`config.mk`:
```
export PLATFORM = sky130hd
export DESIGN_NAME = vigenere_key_stream_flat
export DESIGN_NICKNAME = d
export VERILOG_FILES = /design/src/rtl/vigenere_pkg.sv /design/src/rtl/vigenere_key_stream_if.sv /design/src/rtl/vigenere_key_mem.sv /design/src/rtl/vigenere_key_stream.sv /design/src/flat_wrapper.sv
export SDC_FILE = /design/constraint.sdc
export NUM_CORES = 1
export LEC_CHECK = 0
export CAP_MARGIN = 20
export CORE_ASPECT_RATIO = 0.6
export CORE_MARGIN = 2
export CORE_UTILIZATION = 45
export CTS_CLUSTER_DIAMETER = 100
export DETAILED_ROUTE_END_ITERATION = 7
export GPL_ROUTABILITY_DRIVEN = 0
export GPL_TIMING_DRIVEN = 1
export PLACE_DENSITY = 0.65
export SLEW_MARGIN = 20
export SYNTH_ARGS = -nofsm -noshare
export SYNTH_HDL_FRONTEND = slang
export SYNTH_SLANG_ARGS = --single-unit
```
`constraint.sdc`:
```
create_clock -name clk -period 3 [get_ports clk]
set_clock_uncertainty 0.05 [all_clocks]
set_input_delay 0.45 -clock clk [delete_from_list [all_inputs] [get_ports clk]]
set_output_delay 0.45 -clock clk [all_outputs]
set_load 0.01 [all_outputs]
```
`src/rtl/vigenere_pkg.sv`:
```
// Shared character constants, letter test and key FSM state type for the
// Vigenere key-stream feeder and its decryptor.
package vigenere_pkg;

  localparam logic [7:0] NUL_CHAR         = 8'h00;
  localparam logic [7:0] UPPERCASE_A_CHAR = 8'h41;
  localparam logic [7:0] UPPERCASE_Z_CHAR = 8'h5A;

  typedef enum logic [1:0] {
    EMPTY = 2'd0,
    LOAD  = 2'd1,
    READY = 2'd2
  } key_state_t;

  function automatic logic is_upper(input logic [7:0] c);
    return (c >= UPPERCASE_A_CHAR) && (c <= UPPERCASE_Z_CHAR);
  endfunction

endpackage

```
`src/rtl/vigenere_key_stream_if.sv`:
```
// Key-load, ciphertext-in and decryptor-facing bundle of vigenere_key_stream.
// Handshake: a ciphertext char moves on a rising edge where ctxt_in_valid && ctxt_in_ready; key chars are taken whenever key_in_valid is high in LOAD.
interface vigenere_key_stream_if #(
  parameter int KEY_MAX_LEN = 16
);
  localparam int LEN_W = $clog2(KEY_MAX_LEN + 1);

  logic             key_load;
  logic [7:0]       key_in;
  logic             key_in_valid;
  logic             key_last;
  logic [7:0]       ctxt_in;
  logic             ctxt_in_valid;
  logic             ctxt_in_ready;
  logic [7:0]       ctx_char;
  logic [7:0]       key_char;
  logic             ctxt_valid;
  logic             key_ok;
  logic             key_err;
  logic [LEN_W-1:0] key_len;

  modport slave (
    input  key_load, key_in, key_in_valid, key_last, ctxt_in, ctxt_in_valid,
    output ctxt_in_ready, ctx_char, key_char, ctxt_valid, key_ok, key_err, key_len
  );

  modport master (
    output key_load, key_in, key_in_valid, key_last, ctxt_in, ctxt_in_valid,
    input  ctxt_in_ready, ctx_char, key_char, ctxt_valid, key_ok, key_err, key_len
  );

endinterface

```
`src/rtl/vigenere_key_mem.sv`:
```
// Key character register file: one synchronous write port, one combinational
// read port. Contents are deliberately not reset.
module vigenere_key_mem #(
  parameter int DEPTH = 16,
  parameter int AW    = (DEPTH > 1) ? $clog2(DEPTH) : 1
) (
  input  logic          clk,
  input  logic          we_i,
  input  logic [AW-1:0] waddr_i,
  input  logic [7:0]    wdata_i,
  input  logic [AW-1:0] raddr_i,
  output logic [7:0]    rdata_o
);

  logic [7:0] mem_q [DEPTH];

  always_ff @(posedge clk) begin
    if (we_i) mem_q[waddr_i] <= wdata_i;
  end

  assign rdata_o = mem_q[raddr_i];

endmodule

```
`src/rtl/vigenere_key_stream.sv`:
```
// Stores a key string and pairs each accepted ciphertext char with the next
// key char. Optional macro VIGENERE_SKIP_NONLETTER_EN: key index holds on non-letters.
module vigenere_key_stream
  import vigenere_pkg::*;
#(
  parameter int KEY_MAX_LEN = 16
) (
  input  logic                  clk,
  input  logic                  rst_n,
  vigenere_key_stream_if.slave  bus,
  output key_state_t            state_o
);

  localparam int LEN_W = $clog2(KEY_MAX_LEN + 1);
  localparam int IDX_W = (KEY_MAX_LEN > 1) ? $clog2(KEY_MAX_LEN) : 1;

  key_state_t       state_q;
  logic [LEN_W-1:0] wr_ptr_q;
  logic [LEN_W-1:0] len_q;
  logic [LEN_W-1:0] idx_q;
  logic [LEN_W-1:0] idx_d;
  logic             err_q;
  logic [7:0]       ctx_q;
  logic [7:0]       key_q;
  logic             valid_q;

  logic             ready_w;
  logic             key_char_ok;
  logic             mem_we;
  logic [7:0]       mem_rdata;
  logic             idx_adv;

  assign ready_w     = (state_q == READY) && !bus.key_load;
  assign key_char_ok = is_upper(bus.key_in) && (wr_ptr_q != LEN_W'(KEY_MAX_LEN));
  assign mem_we      = (state_q == LOAD) && bus.key_in_valid && !bus.key_load && key_char_ok;

`ifdef VIGENERE_SKIP_NONLETTER_EN
  assign idx_adv = is_upper(bus.ctxt_in);
`else
  assign idx_adv = 1'b1;
`endif

  always_comb begin
    idx_d = idx_q;
    if (idx_adv) begin
      if (idx_q == len_q - LEN_W'(1)) idx_d = '0;
      else                           idx_d = idx_q + LEN_W'(1);
    end
  end

  vigenere_key_mem #(
    .DEPTH (KEY_MAX_LEN),
    .AW    (IDX_W)
  ) u_key_mem (
    .clk     (clk),
    .we_i    (mem_we),
    .waddr_i (wr_ptr_q[IDX_W-1:0]),
    .wdata_i (bus.key_in),
    .raddr_i (idx_q[IDX_W-1:0]),
    .rdata_o (mem_rdata)
  );

  always_ff @(posedge clk or negedge rst_n) begin
    if (!rst_n) begin
      state_q  <= EMPTY;
      wr_ptr_q <= '0;
      len_q    <= '0;
      idx_q    <= '0;
      err_q    <= 1'b0;
      ctx_q    <= NUL_CHAR;
      key_q    <= NUL_CHAR;
      valid_q  <= 1'b0;
    end else begin
      // Output pair defaults to idle; only a READY handshake overrides it.
      ctx_q   <= NUL_CHAR;
      key_q   <= NUL_CHAR;
      valid_q <= 1'b0;
      if (bus.key_load) begin
        state_q  <= LOAD;
        wr_ptr_q <= '0;
        len_q    <= '0;
        idx_q    <= '0;
        err_q    <= 1'b0;
      end else begin
        case (state_q)
          LOAD: begin
            if (bus.key_in_valid) begin
              if (!key_char_ok) begin
                err_q   <= 1'b1;
                state_q <= EMPTY;
                len_q   <= '0;
              end else begin
                wr_ptr_q <= wr_ptr_q + LEN_W'(1);
                if (bus.key_last) begin
                  len_q   <= wr_ptr_q + LEN_W'(1);
                  state_q <= READY;
                end
              end
            end
          end
          READY: begin
            if (bus.ctxt_in_valid) begin
              ctx_q   <= bus.ctxt_in;
              key_q   <= mem_rdata;
              valid_q <= 1'b1;
              idx_q   <= idx_d;
            end
          end
          default: ;
        endcase
      end
    end
  end

  assign bus.ctxt_in_ready = ready_w;
  assign bus.ctx_char      = ctx_q;
  assign bus.key_char      = key_q;
  assign bus.ctxt_valid    = valid_q;
  assign bus.key_ok        = (state_q == READY);
  assign bus.key_err       = err_q;
  assign bus.key_len       = len_q;
  assign state_o           = state_q;

endmodule

```
`src/flat_wrapper.sv`:
```
// flat-port wrapper written by rule: the top's interface ports become plain ports
module vigenere_key_stream_flat import vigenere_pkg::*;
#(
  parameter int KEY_MAX_LEN = 16
)
  (clk, rst_n, state_o, bus_key_load, bus_key_in, bus_key_in_valid, bus_key_last, bus_ctxt_in, bus_ctxt_in_valid, bus_ctxt_in_ready, bus_ctx_char, bus_key_char, bus_ctxt_valid, bus_key_ok, bus_key_err, bus_key_len);
  vigenere_key_stream_if #(.KEY_MAX_LEN(KEY_MAX_LEN)) bus_i ();
  input  logic clk;
  input  logic rst_n;
  output key_state_t state_o;
  input wire logic [$bits(bus_i.key_load)-1:0] bus_key_load;
  input wire logic [$bits(bus_i.key_in)-1:0] bus_key_in;
  input wire logic [$bits(bus_i.key_in_valid)-1:0] bus_key_in_valid;
  input wire logic [$bits(bus_i.key_last)-1:0] bus_key_last;
  input wire logic [$bits(bus_i.ctxt_in)-1:0] bus_ctxt_in;
  input wire logic [$bits(bus_i.ctxt_in_valid)-1:0] bus_ctxt_in_valid;
  output wire logic [$bits(bus_i.ctxt_in_ready)-1:0] bus_ctxt_in_ready;
  output wire logic [$bits(bus_i.ctx_char)-1:0] bus_ctx_char;
  output wire logic [$bits(bus_i.key_char)-1:0] bus_key_char;
  output wire logic [$bits(bus_i.ctxt_valid)-1:0] bus_ctxt_valid;
  output wire logic [$bits(bus_i.key_ok)-1:0] bus_key_ok;
  output wire logic [$bits(bus_i.key_err)-1:0] bus_key_err;
  output wire logic [$bits(bus_i.key_len)-1:0] bus_key_len;
  assign bus_i.key_load = bus_key_load;
  assign bus_i.key_in = bus_key_in;
  assign bus_i.key_in_valid = bus_key_in_valid;
  assign bus_i.key_last = bus_key_last;
  assign bus_i.ctxt_in = bus_ctxt_in;
  assign bus_i.ctxt_in_valid = bus_ctxt_in_valid;
  assign bus_ctxt_in_ready = bus_i.ctxt_in_ready;
  assign bus_ctx_char = bus_i.ctx_char;
  assign bus_key_char = bus_i.key_char;
  assign bus_ctxt_valid = bus_i.ctxt_valid;
  assign bus_key_ok = bus_i.key_ok;
  assign bus_key_err = bus_i.key_err;
  assign bus_key_len = bus_i.key_len;
  vigenere_key_stream #(.KEY_MAX_LEN(KEY_MAX_LEN)) u_core (.clk(clk), .rst_n(rst_n), .bus(bus_i), .state_o(state_o));
endmodule
```
==> results.md <==
- Status: complete, no violations
- First-pass GRT wire length: 21500 µm
- Reg2reg start: u_core.wr_ptr_q[1]
- EDFF count, synth: 128
- Largest family of logic cells by synthesized area: multiplexers
- Top Ports: 49
- Pre-Repair DR Iteration Count: 5
- # diodes: 0
- Drt wl/cell: 21.8 µm
- RSZ-0062 raised after global routing: no
- Hold-fix buffer count after cts: 0
- Top-count cell post-synth: edfxtp_1
- Starting DRC count in detailed routing: 221
- H-tree depth: 4
- Slew at the pin closest to its max-slew limit: 0.860 ns
- Adder-cell share of the synthesized area: 1.15%
- Largest area contributor in the netlist: edfxtp_1
- LEAKAGE: 2.81 nW
- Post-CTS sizing: 0
- Grt total ovfl: 0
- Syn_area_per_cell: 18.6 µm²
- Crit path DAT: 2.18 ns
- XOR/XNOR share of the synthesized area: 1.74%
- Yosys reg bits: 163
- Syn_nets: 380
- Routed vias/inst: 5.45
- FF-to-FF path depth: 9
- Std-Cell Rows: 34
- CTS Sinks: 163
- Die Y-Extent: 97.5 µm
- Worst Hold Class: input port to async pin
- Synth top area cells: edfxtp_1 59%, mux4_2 13%, dfrtp_1 13%, and3_1 1.6%, xnor2_1 1.2%
- Main synth FF type: edfxtp_1
- Endpoints failing hold: 0
- Sequential cell area fraction in the yosys report: 72.0%
- Post-Route M1 WL: 7040 µm
- Post-synth ARST share: 21.5%
- Core footprint: 14400 µm²
- Final-report max-slew violation count: 0
- CTS buffer count: 17
- Final net count: 465
- Area Overhead vs Synth: 23.1%
- Post-Syn Area: 6560 µm²
- Initial antenna violation count: 1
- HPWL Detailed: 9760 µm
- Initial Util: 45.6%
- Flop-to-flop setup slack: 0.37 ns
- Antenna Nets Post-Route: 0
- Ys Warns: 0
- Mux contribution to synthesized area: 14.1%
- Post-synthesis simple-gate area fraction: 6.91%
- Root Driver: clkbuf_16
- DRC violations left: 0
- GRT Total Usage: 19.1%
- Worst Path Max Fanout: 18
- Nature of the critical path startpoint: input port
- Synth top area share: 58.6%
- Die W: 160 µm
- Clock latency on the worst-skew pair: 0.42 ns
- Vias in the first global route: 3489
- WS Path Type: input port to primary output
- Routed via count: 3534
- TritonCTS clock tree: yes
- Most frequent cells after synthesis: 128 x edfxtp_1, 39 x mux4_2, 35 x dfrtp_1
- Die Footprint: 15600 µm²
- Utilization of the core after routing: 56.1%
- Crit path time final: 2.68 ns
- Share of layout cells above drive strength 1: 25.8%
- VDD IR-drop max: 362 µV
- Buffer depth of the longest clock path: 2
- Area after DPL: 7460 µm²
- Post-Syn Instances: 352
- CP Capture Type: primary output
- Post-CTS Setup Inserts: 0
- Finish-stage setup viols: 0
- Synth Area in Compound Gates: 2.35%
- Met3 wire len: 969 µm
- MaxCap Viol Count: 0
- Rel. slew slack: 42.4%
- Final Cycle Share: 89.2%
- Yosys cell types: 41
- Design Area, Final: 8070 µm²
- WP data required: 2.50 ns
- Worst reg2reg endpoint: u_core.u_key_mem.mem_q[5][3]
- Overall routed net length: 14100 µm
- Top layer in use: met4
- Largest net degree at the start of global routing: 37
- Achievable Freq: 374 MHz
- I/O Buffers: 48
- Met2 WL post-DR: 6000 µm
- Pwr dens: 583 nW/µm²
- Clock-pin slew on the worst setup and hold paths: 0.07 ns
## layer usage
layer / vias up / track usage, %
met1: 1812 / 31.1
li1: 1578 / -
met5: - / 0
met2: 132 / 26.0
met3: 12 / 4.48
met4: 0 / 4.30
## registers in the layout (all words and copies together), names as in the netlist, 2 cells and up
signal and cells:
u_core.bus.ctx_char 8, u_core.bus.key_char 8, u_core.bus.key_len 5, u_core.idx_q 5, u_core.state_o 2, u_core.u_key_mem.mem_q 128
u_core.wr_ptr_q 5
## cell usage in the layout (no fill, tap or decap), drive strengths merged, types with 4 or more instances in the layout
| cell | count |
|---|---|
| o32ai | 5 |
| inv | 16 |
| nand3 | 6 |
| and3 | 17 |
| nor4 | 5 |
| mux4 | 40 |
| edfxtp | 128 |
| xor2 | 4 |
| nand2b | 9 |
| xnor2 | 9 |
| a21oi | 4 |
| clkbuf | 21 |
| nand2 | 10 |
| clkdlybuf4s50 | 47 |
| nor2 | 18 |
| dfrtp | 35 |
| ha | 6 |
| buf | 35 |
| nor3 | 6 |
## report_power, final
group	internal, mW	leakage [nW]	switching, mW
combinational	0.0580	0.894	0.0772
sequential	2.44	1.63	0.00384
clock	1.22	0.288	0.901
total	3.72	2.81	0.982
## cell families (layout without fill, tap and decap cells)
| kind of cell | Yosys count | in the layout |
|---|---|---|
| multiplexers | 42 | 42 |
| buffers and inverters | 24 | 122 |
| adder cells (fa/ha/maj) | 6 | 6 |
| flip-flops | 163 | 163 |
| AO/OA/AOI/OAI | 21 | 21 |
| XOR/XNOR | 13 | 13 |
| AND/OR/NAND/NOR | 83 | 83 |
## critical path, cell delays in order
cell and delay [ns]:
clkdlybuf4s50_1 0.49, buf_4 0.17, nor3_1 0.23, buf_4 0.26
clkdlybuf4s50_1 0.57
## metrics by stage
step           setup WS, ns  power [mW]  hold WS [ns]  TNS, ns  cells
4_1_cts               0.179        4.73        0.0763        0    648
6_report              0.325        4.70        0.0574        0    648
2_1_floorplan        0.0316        2.52         0.104        0    352
3_5_place_dp        -0.0689        2.63         0.449   -0.757    616
5_1_grt              0.0146        4.84         0.115        0    648
3_3_place_gp        -0.0138        2.63         0.432   -0.108    616
## layout make-up
type                    instances  area, µm²
well taps                     198        248
clock inverters                11       82.6
clock buffers                  21        504
fillers                      1109       6310
repair buffers                 82        743
flip-flops and latches        163       4720
inverters                       8       30.0
multi-input cells             165       1740
## worst max path at each step
| stage | to | depth (start not counted) | startpoint |
|---|---|---|---|
| final | bus_ctxt_in_ready | 5 | bus_key_load |
| after global routing | u_core.u_key_mem.mem_q[5][3] | 9 | u_core.wr_ptr_q[1] |
| after CTS | u_core.u_key_mem.mem_q[1][2] | 8 | u_core.wr_ptr_q[1] |
| after detailed placement | u_core.u_key_mem.mem_q[1][1] | 8 | bus_key_in[1] |
| after global placement | u_core.u_key_mem.mem_q[1][5] | 8 | bus_key_in[1] |
| after floorplan | u_core.u_key_mem.mem_q[0][0] | 6 | u_core.wr_ptr_q[0] |
No activity file was read; power rests on OpenSTA's default activity.
